[src/rtl/paddle_kbd_pkg.sv]
// Shared types and byte constants for the PS/2 paddle key decoder.
// Holds the decoder FSM state enum, prefix/status byte codes and default key codes.
package paddle_kbd_pkg;

  typedef enum logic [1:0] {
    IDLE    = 2'd0,
    EXT     = 2'd1,
    BRK     = 2'd2,
    EXT_BRK = 2'd3
  } kbd_state_t;

  localparam logic [7:0] KBD_EXT      = 8'hE0;
  localparam logic [7:0] KBD_BRK      = 8'hF0;

  localparam logic [7:0] KBD_BAT_OK   = 8'hAA;
  localparam logic [7:0] KBD_ECHO     = 8'hEE;
  localparam logic [7:0] KBD_ACK      = 8'hFA;
  localparam logic [7:0] KBD_BAT_FAIL = 8'hFC;
  localparam logic [7:0] KBD_RESEND   = 8'hFE;
  localparam logic [7:0] KBD_OVR_LO   = 8'h00;
  localparam logic [7:0] KBD_OVR_HI   = 8'hFF;

  localparam logic [7:0] DEF_LEFT_CODE  = 8'h6B;
  localparam logic [7:0] DEF_RIGHT_CODE = 8'h74;
  localparam logic [7:0] DEF_TURBO_CODE = 8'h29;
  localparam int unsigned DEF_TIMEOUT_CYCLES = 50_000_000;

  // Keyboard housekeeping bytes: abort any partial sequence, keep held keys.
  function automatic logic is_status_byte(input logic [7:0] b);
    return (b == KBD_BAT_OK) || (b == KBD_ECHO) || (b == KBD_ACK) ||
           (b == KBD_BAT_FAIL) || (b == KBD_RESEND);
  endfunction

  // Receiver overrun markers: the stream is unreliable, drop every held key.
  function automatic logic is_overrun_byte(input logic [7:0] b);
    return (b == KBD_OVR_LO) || (b == KBD_OVR_HI);
  endfunction

endpackage

[src/rtl/paddle_key_decoder_if.sv]
// Byte-stream input and held-key level outputs of the paddle key decoder.
// byte_valid is a one-cycle strobe with no ready: the decoder consumes every strobed byte.
interface paddle_key_decoder_if;
  import paddle_kbd_pkg::*;

  logic       byte_valid;
  logic [7:0] byte_data;
  logic       Left;
  logic       Right;
  logic       Turbo;
  logic       key_event;
  kbd_state_t dbg_state;

  modport master (
    output byte_valid, byte_data,
    input  Left, Right, Turbo, key_event, dbg_state
  );

  modport slave (
    input  byte_valid, byte_data,
    output Left, Right, Turbo, key_event, dbg_state
  );

endinterface

[src/rtl/kbd_idle_timer.sv]
// Idle counter for the key decoder's forced-release timeout.
// Restarts on every byte strobe and saturates at TIMEOUT_CYCLES-1 until the next one.
module kbd_idle_timer #(
  parameter int unsigned TIMEOUT_CYCLES = 50_000_000
) (
  input  logic clk,
  input  logic rst,
  input  logic i_byte_valid,
  output logic o_expired
);

  localparam logic [31:0] LIMIT = 32'(TIMEOUT_CYCLES - 1);

  logic [31:0] r_cnt;

  always_ff @(posedge clk or posedge rst) begin
    if (rst) begin
      r_cnt <= '0;
    end else if (i_byte_valid) begin
      r_cnt <= '0;
    end else if (r_cnt != LIMIT) begin
      r_cnt <= r_cnt + 32'd1;
    end
  end

  assign o_expired = (r_cnt == LIMIT) && !i_byte_valid;

endmodule

[src/rtl/paddle_key_decoder.sv]
// PS/2 scan-code decoder producing held Left/Right/Turbo levels for the paddle.
// Optional forced release after an idle period is enabled by PADDLE_KEY_TIMEOUT_EN.
module paddle_key_decoder
  import paddle_kbd_pkg::*;
#(
  parameter logic [7:0]  LEFT_CODE      = DEF_LEFT_CODE,
  parameter logic [7:0]  RIGHT_CODE     = DEF_RIGHT_CODE,
  parameter logic [7:0]  TURBO_CODE     = DEF_TURBO_CODE,
  parameter int unsigned TIMEOUT_CYCLES = DEF_TIMEOUT_CYCLES
) (
  input logic                 clk,
  input logic                 reset,
  paddle_key_decoder_if.slave kbd
);

  kbd_state_t r_state, w_state_nxt;
  logic       r_left_h, r_right_h, r_turbo_h, r_last_dir;
  logic       w_left_h_nxt, w_right_h_nxt, w_turbo_h_nxt, w_last_dir_nxt;
  logic       r_armed;
  logic       r_left, r_right, r_turbo, r_event;
  logic       w_accept;
  logic       w_l_res, w_r_res;
  logic [7:0] w_b;

  // The first edge after reset release is skipped so a strobe racing the release is dropped.
  always_ff @(posedge clk or posedge reset) begin
    if (reset) r_armed <= 1'b0;
    else       r_armed <= 1'b1;
  end

  assign w_accept = kbd.byte_valid & r_armed;
  assign w_b      = kbd.byte_data;

`ifdef PADDLE_KEY_TIMEOUT_EN
  logic w_expired;

  kbd_idle_timer #(
    .TIMEOUT_CYCLES(TIMEOUT_CYCLES)
  ) u_idle_timer (
    .clk         (clk),
    .rst         (reset),
    .i_byte_valid(kbd.byte_valid),
    .o_expired   (w_expired)
  );
`else
  logic [31:0] w_unused_timeout;
  assign w_unused_timeout = 32'(TIMEOUT_CYCLES);
`endif

  always_ff @(posedge clk or posedge reset) begin
    if (reset) begin
      r_state    <= IDLE;
      r_left_h   <= 1'b0;
      r_right_h  <= 1'b0;
      r_turbo_h  <= 1'b0;
      r_last_dir <= 1'b0;
    end else begin
      r_state    <= w_state_nxt;
      r_left_h   <= w_left_h_nxt;
      r_right_h  <= w_right_h_nxt;
      r_turbo_h  <= w_turbo_h_nxt;
      r_last_dir <= w_last_dir_nxt;
    end
  end

  always_comb begin
    w_state_nxt    = r_state;
    w_left_h_nxt   = r_left_h;
    w_right_h_nxt  = r_right_h;
    w_turbo_h_nxt  = r_turbo_h;
    w_last_dir_nxt = r_last_dir;

    if (w_accept) begin
      if (is_overrun_byte(w_b)) begin
        w_state_nxt    = IDLE;
        w_left_h_nxt   = 1'b0;
        w_right_h_nxt  = 1'b0;
        w_turbo_h_nxt  = 1'b0;
        w_last_dir_nxt = 1'b0;
      end else if (is_status_byte(w_b)) begin
        w_state_nxt = IDLE;
      end else begin
        case (r_state)
          IDLE: begin
            if (w_b == KBD_EXT)         w_state_nxt   = EXT;
            else if (w_b == KBD_BRK)    w_state_nxt   = BRK;
            else if (w_b == TURBO_CODE) w_turbo_h_nxt = 1'b1;
          end
          EXT: begin
            w_state_nxt = IDLE;
            if (w_b == KBD_EXT) begin
              w_state_nxt = EXT;
            end else if (w_b == KBD_BRK) begin
              w_state_nxt = EXT_BRK;
            end else if (w_b == LEFT_CODE) begin
              w_left_h_nxt   = 1'b1;
              w_last_dir_nxt = 1'b0;
            end else if (w_b == RIGHT_CODE) begin
              w_right_h_nxt  = 1'b1;
              w_last_dir_nxt = 1'b1;
            end
          end
          BRK: begin
            w_state_nxt = IDLE;
            if (w_b == KBD_BRK)         w_state_nxt   = BRK;
            else if (w_b == TURBO_CODE) w_turbo_h_nxt = 1'b0;
          end
          EXT_BRK: begin
            w_state_nxt = IDLE;
            if (w_b == KBD_EXT)         w_state_nxt   = EXT;
            else if (w_b == KBD_BRK)    w_state_nxt   = EXT_BRK;
            else if (w_b == LEFT_CODE)  w_left_h_nxt  = 1'b0;
            else if (w_b == RIGHT_CODE) w_right_h_nxt = 1'b0;
          end
          default: w_state_nxt = IDLE;
        endcase
      end
    end
`ifdef PADDLE_KEY_TIMEOUT_EN
    else if (w_expired && (r_left_h | r_right_h | r_turbo_h)) begin
      w_state_nxt   = IDLE;
      w_left_h_nxt  = 1'b0;
      w_right_h_nxt = 1'b0;
      w_turbo_h_nxt = 1'b0;
    end
`endif
  end

  // last_dir = 1 means Right was the most recent make: it wins when both are held.
  assign w_l_res = r_left_h  & ~(r_right_h & r_last_dir);
  assign w_r_res = r_right_h & ~(r_left_h  & ~r_last_dir);

  always_ff @(posedge clk or posedge reset) begin
    if (reset) begin
      r_left  <= 1'b0;
      r_right <= 1'b0;
      r_turbo <= 1'b0;
      r_event <= 1'b0;
    end else begin
      r_left  <= w_l_res;
      r_right <= w_r_res;
      r_turbo <= r_turbo_h;
      r_event <= (w_l_res != r_left) | (w_r_res != r_right) | (r_turbo_h != r_turbo);
    end
  end

  assign kbd.Left      = r_left;
  assign kbd.Right     = r_right;
  assign kbd.Turbo     = r_turbo;
  assign kbd.key_event = r_event;
  assign kbd.dbg_state = r_state;

endmodule
[src/flat_wrapper.sv]
// flat-port wrapper written by rule: the top's interface ports become plain ports
module paddle_key_decoder_flat import paddle_kbd_pkg::*;
#(
  parameter logic [7:0]  LEFT_CODE      = DEF_LEFT_CODE,
  parameter logic [7:0]  RIGHT_CODE     = DEF_RIGHT_CODE,
  parameter logic [7:0]  TURBO_CODE     = DEF_TURBO_CODE,
  parameter int unsigned TIMEOUT_CYCLES = DEF_TIMEOUT_CYCLES
)
  (clk, reset, kbd_byte_valid, kbd_byte_data, kbd_Left, kbd_Right, kbd_Turbo, kbd_key_event, kbd_dbg_state);
  paddle_key_decoder_if kbd_i ();
  input logic clk;
  input logic reset;
  input wire logic [$bits(kbd_i.byte_valid)-1:0] kbd_byte_valid;
  input wire logic [$bits(kbd_i.byte_data)-1:0] kbd_byte_data;
  output wire logic [$bits(kbd_i.Left)-1:0] kbd_Left;
  output wire logic [$bits(kbd_i.Right)-1:0] kbd_Right;
  output wire logic [$bits(kbd_i.Turbo)-1:0] kbd_Turbo;
  output wire logic [$bits(kbd_i.key_event)-1:0] kbd_key_event;
  output wire logic [$bits(kbd_i.dbg_state)-1:0] kbd_dbg_state;
  assign kbd_i.byte_valid = kbd_byte_valid;
  assign kbd_i.byte_data = kbd_byte_data;
  assign kbd_Left = kbd_i.Left;
  assign kbd_Right = kbd_i.Right;
  assign kbd_Turbo = kbd_i.Turbo;
  assign kbd_key_event = kbd_i.key_event;
  assign kbd_dbg_state = kbd_i.dbg_state;
  paddle_key_decoder #(.LEFT_CODE(LEFT_CODE), .RIGHT_CODE(RIGHT_CODE), .TURBO_CODE(TURBO_CODE), .TIMEOUT_CYCLES(TIMEOUT_CYCLES)) u_core (.clk(clk), .reset(reset), .kbd(kbd_i));
endmodule
[config.mk]
export PLATFORM = sky130hd
export DESIGN_NAME = paddle_key_decoder_flat
export DESIGN_NICKNAME = d
export VERILOG_FILES = /design/src/rtl/paddle_kbd_pkg.sv /design/src/rtl/paddle_key_decoder_if.sv /design/src/rtl/kbd_idle_timer.sv /design/src/rtl/paddle_key_decoder.sv /design/src/flat_wrapper.sv
export SDC_FILE = /design/constraint.sdc
export NUM_CORES = 1
export LEC_CHECK = 0
export CORE_UTILIZATION = 42
export DETAILED_ROUTE_END_ITERATION = 8
export PLACE_DENSITY = 0.84
export SYNTH_ARGS = -nofsm -noshare
export SYNTH_HDL_FRONTEND = slang
export SYNTH_SLANG_ARGS = --single-unit
[constraint.sdc]
create_clock -name clk -period 1.78 [get_ports clk]
set_clock_uncertainty 0.1 [all_clocks]
set_input_delay 0.178 -clock clk [delete_from_list [all_inputs] [get_ports clk]]
set_output_delay 0.178 -clock clk [all_outputs]
set_load 0.01 [all_outputs]
==> impl.org, run 1 <==
** Setup path
- Req. time, crit path :: 1840 ps
- STA puts the critical path data arrival time at 1800 ps.
- The worst register-to-register path ends at u_core.r_turbo_h.
- Type of the worst setup path :: input port to flip-flop
- Launching point of the worst reg2reg path :: u_core.kbd.dbg_state[0]
- Worst R2R Path Depth :: 3
- Endpoint class of the critical path :: flip-flop
- Highest net fanout along the worst path :: 2
- STA classifies the critical path startpoint as an input port.
- Slack of the worst reg-to-reg path :: 50 ps

** Synthesis
- Post-synth EDFFs :: 0
- After synthesis the cells add up to 681.9 sq um.
- Counting flops and latches in the post-synthesis netlist gives 11.
- Number of nets in the synthesized netlist :: 81
- For this run, asynchronously set or reset flops after synthesis account for 1.000.
- Of the post-synthesis cell area, the dominant cell type holds 0.4037.
- After synthesis, the mean cell area works out to 9.741 sq um.
- Post-synthesis cell count :: 70
- Share of the yosys chip area belonging to registers :: 0.4037
- During synthesis, Yosys emitted a total of 0 warnings.
- In the post-synthesis netlist, the biggest area contributors are sky130_fd_sc_hd__dfrtp_1 (40%), sky130_fd_sc_hd__xnor2_1 (3.9%), sky130_fd_sc_hd__o211ai_1 (3.3%).
- Primary flip-flop cell chosen by synthesis mapping :: sky130_fd_sc_hd__dfrtp_1
- The largest total area in the synthesized netlist belongs to sky130_fd_sc_hd__dfrtp_1.
- Synth cell types :: 37

** Power
- Areal power density over the cells :: 685.4 nW/um^2
- IR Drop Worst-Case VDD :: 359.0 uV
- Pwr Total :: 703.2 uW
- For this design the static power due to leakage is 0.0004384 uW.

** Placement
- At the end of routability-driven placement, the weighted congestion stood at 0.8683.
- Detailed Place HPWL :: 1307 um
- Post-placement cell count :: 115
- Setup slack after placement :: -448.1 ps
- Number of buffer cells added on primary ports :: 16

** Timing
- Across all hold checks on the routed design, the worst slack comes to 87.79 ps.
- The count of final hold-check violations came to 0.
- Period minus WS final :: 1741 ps
- Setup-violating endpoint count in the final report :: 0
- Final worst-path setup slack :: 38.81 ps
- Fmax :: 574.3 MHz
- Max-slew violation total from the final report :: 0
- In the finished design, the share of the clock period the worst path needs comes to 0.9782.
- RSZ-0062 raised after global routing :: false

** Finish
- Commonest non-fill, non-tap cell in the layout :: sky130_fd_sc_hd__buf_4
- The top cell types in the final layout, fill and taps aside, are sky130_fd_sc_hd__buf_4 (19), sky130_fd_sc_hd__dfrtp_1 (10), sky130_fd_sc_hd__clkdlybuf4s50_1 (8), sky130_fd_sc_hd__dlygate4sd2_1 (8).
- Ant diodes :: 0
- The count of cells in the finished layout, fillers not included, comes to 122.
- Count of nets after finishing :: 118
- In the final layout, the share of cells above drive strength 1 is 0.2642.
- Once layout is complete, the utilization of the core stands at 0.6811.
- From synthesis to final layout, the design area changed by 50.46%.
- After filler insertion, the fill cell instance count of the layout stands at 122.

** Route
- Using the TritonRoute via totals, the vias-per-cell ratio works out to 6.131.
- Post-route DRC :: 0
- Router iterations before antenna repair :: 4
- Routed WL :: 1807 um
- Drt wl/cell :: 14.81 um
- The count of nets left with antenna violations once routing finished came out at 0.
- For this block, the initial DRC count from the detailed router was 14.
- The detailed router placed 748 vias in this run.

** CTS
- Root cell of the clock tree :: sky130_fd_sc_hd__clkbuf_4
- Counting the buffers created by CTS gives 3.
- CTS built an H-tree with a depth of 1.
- Post-CTS Hold Fix Bufs :: 0
- TritonCTS clock tree :: yes
- After clock tree synthesis, the clock-pin slew on the worst setup and hold paths is 70 ps.
- Clock buffer depth :: 2
- Clock latency on the worst-skew pair, taken at its later pin, is 270 ps.
- Clk sink count :: 11

** Floorplan
- Top-Level Pins :: 17
- The die covers 1789 sq um.
- The floorplan step set the die height to 42.30 um.
- In this run the core area contains 14 standard-cell rows.
- Initial core utilization :: 0.4527
- In this run the standard cell core region covers 1506 sq um.
- Die span in x :: 42.30 um

** GRT
- The initial antenna violation count is 0.
- Maximum number of pins on one net before global-route repair :: 12
- GRT overflow :: 0
- Global-route wire length before repair :: 2925 um
- GRT Util Overall :: 0.2104
- The number of global-route vias before repair came to 731.

** Outcome
- Run status :: finished clean

** Flow run
- Across the run, the number of max-cap violations was 0.

** Hold path
- Hold Crit Class :: input port to asynchronous set/reset pin
## layer usage
metal | share of wire | track usage | routed length (um)
met5 | 0 | 0 | 0
met4 | 0.029 | 0.1125 | 53
met2 | 0.53 | 0.4062 | 950
met1 | 0.40 | 0.2192 | 721
met3 | 0.045 | 0.01724 | 82
## registers in the layout, summed over array words and instances (netlist names)
name                  cells
u_core.r_right_h          1
u_core.kbd.dbg_state      2
u_core.kbd.key_event      1
u_core.kbd.Left           1
u_core.r_armed            1
u_core.r_turbo_h          1
u_core.r_last_dir         1
u_core.kbd.Turbo          1
u_core.kbd.Right          1
u_core.r_left_h           1
## cells by family (layout without fill, tap and decap cells)
| group | Yosys count | count (layout) | synth area share |
|---|---|---|---|
| DFF | 11 | 11 | 0.4037 |
| and+or+nand+nor | 24 | 24 | 0.2238 |
| buffers and inverters | 6 | 42 | 0.04404 |
| other | 1 | 1 | 0.005499 |
| xor gates and xnor gates | 3 | 3 | 0.03854 |
| AOI/OAI and AO/OA | 25 | 25 | 0.2844 |
## timing repair
item	4_1_cts	5_1_grt
setup endpoints to repair	4	2
resized for setup	11	0
buffers inserted	1	3
pin swaps	6	1
## worst max-delay path by stage
stage | startpoint | endpoint | slack, ps | cells after the start
2_1_floorplan | kbd_byte_data[4] | u_core.r_turbo_h | -20 | 5
3_3_place_gp | kbd_byte_data[2] | u_core.r_turbo_h | -410 | 5
3_5_place_dp | kbd_byte_data[7] | u_core.r_turbo_h | -450 | 5
4_1_cts | u_core.kbd.dbg_state[0] | u_core.r_turbo_h | 20 | 3
5_1_grt | kbd_byte_data[6] | u_core.r_turbo_h | 6 | 6
6_report | kbd_byte_data[6] | u_core.r_turbo_h | 40 | 6
## through the flow
| stage | TNS (ps) | area [sq um] |
|---|---|---|
| 3_3_place_gp | -1600 | 967.2 |
| 4_1_cts | 0 | 1003 |
| 6_report | 0 | 1026 |
| 3_5_place_dp | -1721 | 967.2 |
| 2_1_floorplan | -17.59 | 689.4 |
| 5_1_grt | 0 | 1026 |
## Yosys cell counts, types with 3 or more instances
cell type and count:
sky130_fd_sc_hd__dfrtp_1 11, sky130_fd_sc_hd__inv_1 3, sky130_fd_sc_hd__nand2_1 4, sky130_fd_sc_hd__nor2_1 4, sky130_fd_sc_hd__o211ai_1 3, sky130_fd_sc_hd__xnor2_1 3
## cell type report
type | instances | area (sq um) | share of cell area
Sequential cell | 11 | 276.5 | 0.2695
Inverter | 3 | 11.26 | 0.01098
Tap cell | 16 | 20.02 | 0.01951
Clock buffer | 4 | 26.28 | 0.02561
Multi-Input combinational cell | 53 | 399.1 | 0.3890
Timing Repair Buffer | 35 | 292.8 | 0.2854
## worst max-delay path, stage by stage
cell and delay [ps]:
sky130_fd_sc_hd__dlygate4sd2_1 240, sky130_fd_sc_hd__or3_4 380, sky130_fd_sc_hd__buf_4 150, sky130_fd_sc_hd__o32a_4 350, sky130_fd_sc_hd__a211o_1 260, sky130_fd_sc_hd__a22o_1 230
## report_power, final
group,leakage (uW),total [uW],internal [uW],switching [uW]
sequential,0.000131,314,287,26.4
clock,0.0000150,173,86.8,86.0
combinational,0.000293,217,128,89.0
Note: power is estimated with default switching activity, not from simulation.
==> run 2: changes to the inputs <==
--- a/config.mk
+++ b/config.mk
@@ -5,9 +5,11 @@
 export SDC_FILE = /design/constraint.sdc
 export NUM_CORES = 1
 export LEC_CHECK = 0
-export CORE_UTILIZATION = 42
+export CELL_PAD_IN_SITES_DETAIL_PLACEMENT = 1
+export CELL_PAD_IN_SITES_GLOBAL_PLACEMENT = 2
+export CORE_UTILIZATION = 25
 export DETAILED_ROUTE_END_ITERATION = 8
-export PLACE_DENSITY = 0.84
+export PLACE_DENSITY = 0.82
 export SYNTH_ARGS = -nofsm -noshare
 export SYNTH_HDL_FRONTEND = slang
 export SYNTH_SLANG_ARGS = --single-unit
==> impl.org, run 2 (synthesis results as in run 1) <==
** Outcome
- Run status: finished clean (unchanged).

** Placement
- The standard cell area after detailed placement was 1007 sq um (was 967.2 sq um).
- Number of buffer cells added on primary ports :: 16 (unchanged)
- The total half-perimeter wirelength after legalization and detailed placement was 1656 um (was 1307 um).
- The global placement routability congestion was 0.7863 (was 0.8683).
- Post-placement cell count :: 132 (was 115)

** Route
- Routed WL :: 2068 um (was 1807 um)
- The count of vias placed by the detailed router is 733 (was 748).
- The length of the first detailed-routing pass in iterations was 2 (was 4).
- The count of unresolved DRC violations after routing is 0 (unchanged).
- Iter 0 DRT Violations :: 8 (was 14)
- Count of antenna-violating nets left after detailed routing :: 0 (unchanged)
- Drt wl/cell :: 14.99 um (was 14.81 um)
- The number of vias per cell is 5.312 (was 6.131).

** CTS
- The hold buffer count at cts was 0 (unchanged).
- Insertion delay to the later sink of the worst-skew pair :: 260 ps (was 270 ps)
- TritonCTS clock tree :: yes (unchanged)
- The buffer levels on the longest clock path is 2 (unchanged).
- Clock-pin transition on the worst setup and hold timing paths :: 60 ps (was 70 ps)
- Root cell of the clock tree :: sky130_fd_sc_hd__clkbuf_4 (unchanged)
- The number of clock buffers inserted by TritonCTS was 3 (unchanged).
- The depth of the CTS H-tree is 1 (unchanged).
- The number of sinks on the clock net was 11 (unchanged).

** Flow run
- Maximum capacitance violations :: 0 (unchanged)

** Timing
- The number of max-slew violations in the final report is 0 (unchanged).
- Final cycle utilization of the critical path :: 0.9934 (was 0.9782)
- Fmax :: 565.5 MHz (was 574.3 MHz)
- Final hold violation count :: 0 (unchanged)
- Period minus WS final :: 1768 ps (was 1741 ps)
- RSZ-0062 raised after global routing: false (unchanged).
- Setup-violating endpoint count in the final report :: 0 (unchanged)

** Finish
- The flip-flop count of the largest register after layout came to 2 (unchanged).
- The final non-filler cell area came to 1075 sq um (was 1026 sq um).
- Non-filler instance count after layout :: 138 (was 122)
- The diode insertion count for antenna repair was 0 (unchanged).
- The final net count came to 120 (was 118).
- The growth of design area from synthesis to finish was 57.61% (was 50.46%).
- The fraction of final layout cells sized beyond drive strength 1 was 0.2870 (was 0.2642).
- Highest-count cells in the layout ignoring fill and taps :: sky130_fd_sc_hd__buf_4 (20), sky130_fd_sc_hd__dfrtp_1 (11), sky130_fd_sc_hd__clkdlybuf4s50_1 (8), sky130_fd_sc_hd__dlygate4sd2_1 (6) (was sky130_fd_sc_hd__buf_4 (19), sky130_fd_sc_hd__dfrtp_1 (10), sky130_fd_sc_hd__clkdlybuf4s50_1 (8), sky130_fd_sc_hd__dlygate4sd2_1 (8))
- The leading cell type in the layout, fill and taps excluded is sky130_fd_sc_hd__buf_4 (unchanged).

** Setup path
- The launching element of the worst setup path is kbd_byte_data[6] (unchanged).
- The reg-to-reg startpoint is u_core.kbd.dbg_state[0] (unchanged).
- Endpoint class of the critical path :: flip-flop (unchanged)
- Req. time, crit path :: 1820 ps (was 1840 ps)
- The worst setup path endpoint is u_core.r_turbo_h (unchanged).
- The maximum net fanout on the critical path was 2 (unchanged).
- The setup slack of the most critical reg-to-reg path was 80 ps (was 50 ps).
- The start-to-end type of the worst setup path is input port to flip-flop (unchanged).
- The number of cell instances on the worst register-to-register path is 3 (unchanged).
- Terminus of the critical flop-to-flop path :: u_core.r_turbo_h (unchanged)
- The category of the worst setup path launch point is an input port (unchanged).
- Arrival time of the worst setup path :: 1810 ps (was 1800 ps)

** GRT
- The number of global-route vias before repair is 750 (was 731).
- The all-layer global routing usage is 0.1596 (was 0.2104).
- Maximum number of pins on one net before global-route repair :: 12 (unchanged)
- Number of antenna violations at the first check in global routing :: 0 (unchanged)
- The first-pass GRT wire length is 3284 um (was 2925 um).
- GRT overflow :: 0 (unchanged)

** Floorplan
- Height of the die :: 54.23 um (was 42.30 um)
- The horizontal extent of the die came to 54.23 um (was 42.30 um).
- Top-Level Pins :: 17 (unchanged)
- Floorplan die area :: 2940 sq um (was 1789 sq um)
- The starting density of the core was 0.2703 (was 0.4527).
- The number of rows created at floorplan was 18 (was 14).
- The placeable core area is 2522 sq um (was 1506 sq um).

** Hold path
- The worst min-delay path category was input port to asynchronous set/reset pin (unchanged).

** Power
- Total leakage power :: 0.0004502 uW (was 0.0004384 uW)
- The worst voltage drop across the vdd grid came to 285.1 uV (was 359.0 uV).
- Areal power density over the cells :: 647.6 nW/um^2 (was 685.4 nW/um^2)
==> run 2: power breakdown <==
group          internal (uW)  switching (uW)  leakage [uW]  total [uW]
clock                   86.4            72.6     0.0000150         159
sequential               287            29.0      0.000132         316
combinational            125            95.3      0.000303         221
total                    499             197      0.000450         696
==> run 2: worst min path at each step <==
stage / from / endpoint / slack [ps] / cells past startpoint
after global routing: reset / u_core.kbd.Turbo / 140 / 2
after floorplan: reset / u_core.kbd.Left / -70 / 1
after global placement: u_core.r_turbo_h / u_core.kbd.Turbo / 320 / 0
after CTS: reset / u_core.kbd.key_event / 100 / 2
after detailed placement: u_core.r_turbo_h / u_core.kbd.Turbo / 330 / 0
final: reset / u_core.kbd.Turbo / 100 / 2
==> run 2: area by class of cell <==
class                           instances  area [sq um]
Clock buffer                            4         26.28
Tap cell                               30         37.54
Fill cell                             304          1448
Timing Repair Buffer                   37         314.1
Inverter                                3         11.26
Sequential cell                        11         275.3
Multi-Input combinational cell         53         410.4
==> run 2: per-stage QoR <==
step / hold WS, ps / utilization / setup slack (ps) / power, uW / TNS [ps]
2_1_floorplan: -69.56 / - / -17.59 / 411.8 / -17.59
3_3_place_gp: 321.6 / 0.3993 / -471.4 / 532.3 / -2177
3_5_place_dp: 327.0 / 0.3993 / -457.1 / 542.6 / -2205
4_1_cts: 102.8 / 0.4256 / 0.6375 / 708.6 / 0
5_1_grt: 142.1 / 0.4261 / 0.6994 / 740.4 / 0
6_report: 96.25 / 0.4261 / 11.79 / 696.1 / 0
==> run 2: what timing repair did <==
| item | in CTS | in global routing |
|---|---|---|
| buffers inserted | 3 | 0 |
| pin swaps | 6 | 2 |
| gates cloned | 0 | 0 |
| resized for setup | 15 | 1 |
| endpoints found under the setup margin | 4 | 2 |
==> run 2: worst max-delay path, stage by stage <==
cell                            delay, ps
sky130_fd_sc_hd__dlygate4sd2_1        240
sky130_fd_sc_hd__or3_4                360
sky130_fd_sc_hd__buf_4                150
sky130_fd_sc_hd__o32a_4               350
sky130_fd_sc_hd__a211o_1              290
sky130_fd_sc_hd__a22o_1               230
==> run 2: routing by layer <==
metal	vias to the layer above	wire [um]	global-route usage
met5	-	0	0
met4	0	14	0.08120
met3	4	66	0.02222
met2	18	1101	0.2967
met1	351	885	0.1732
li1	360	-	-
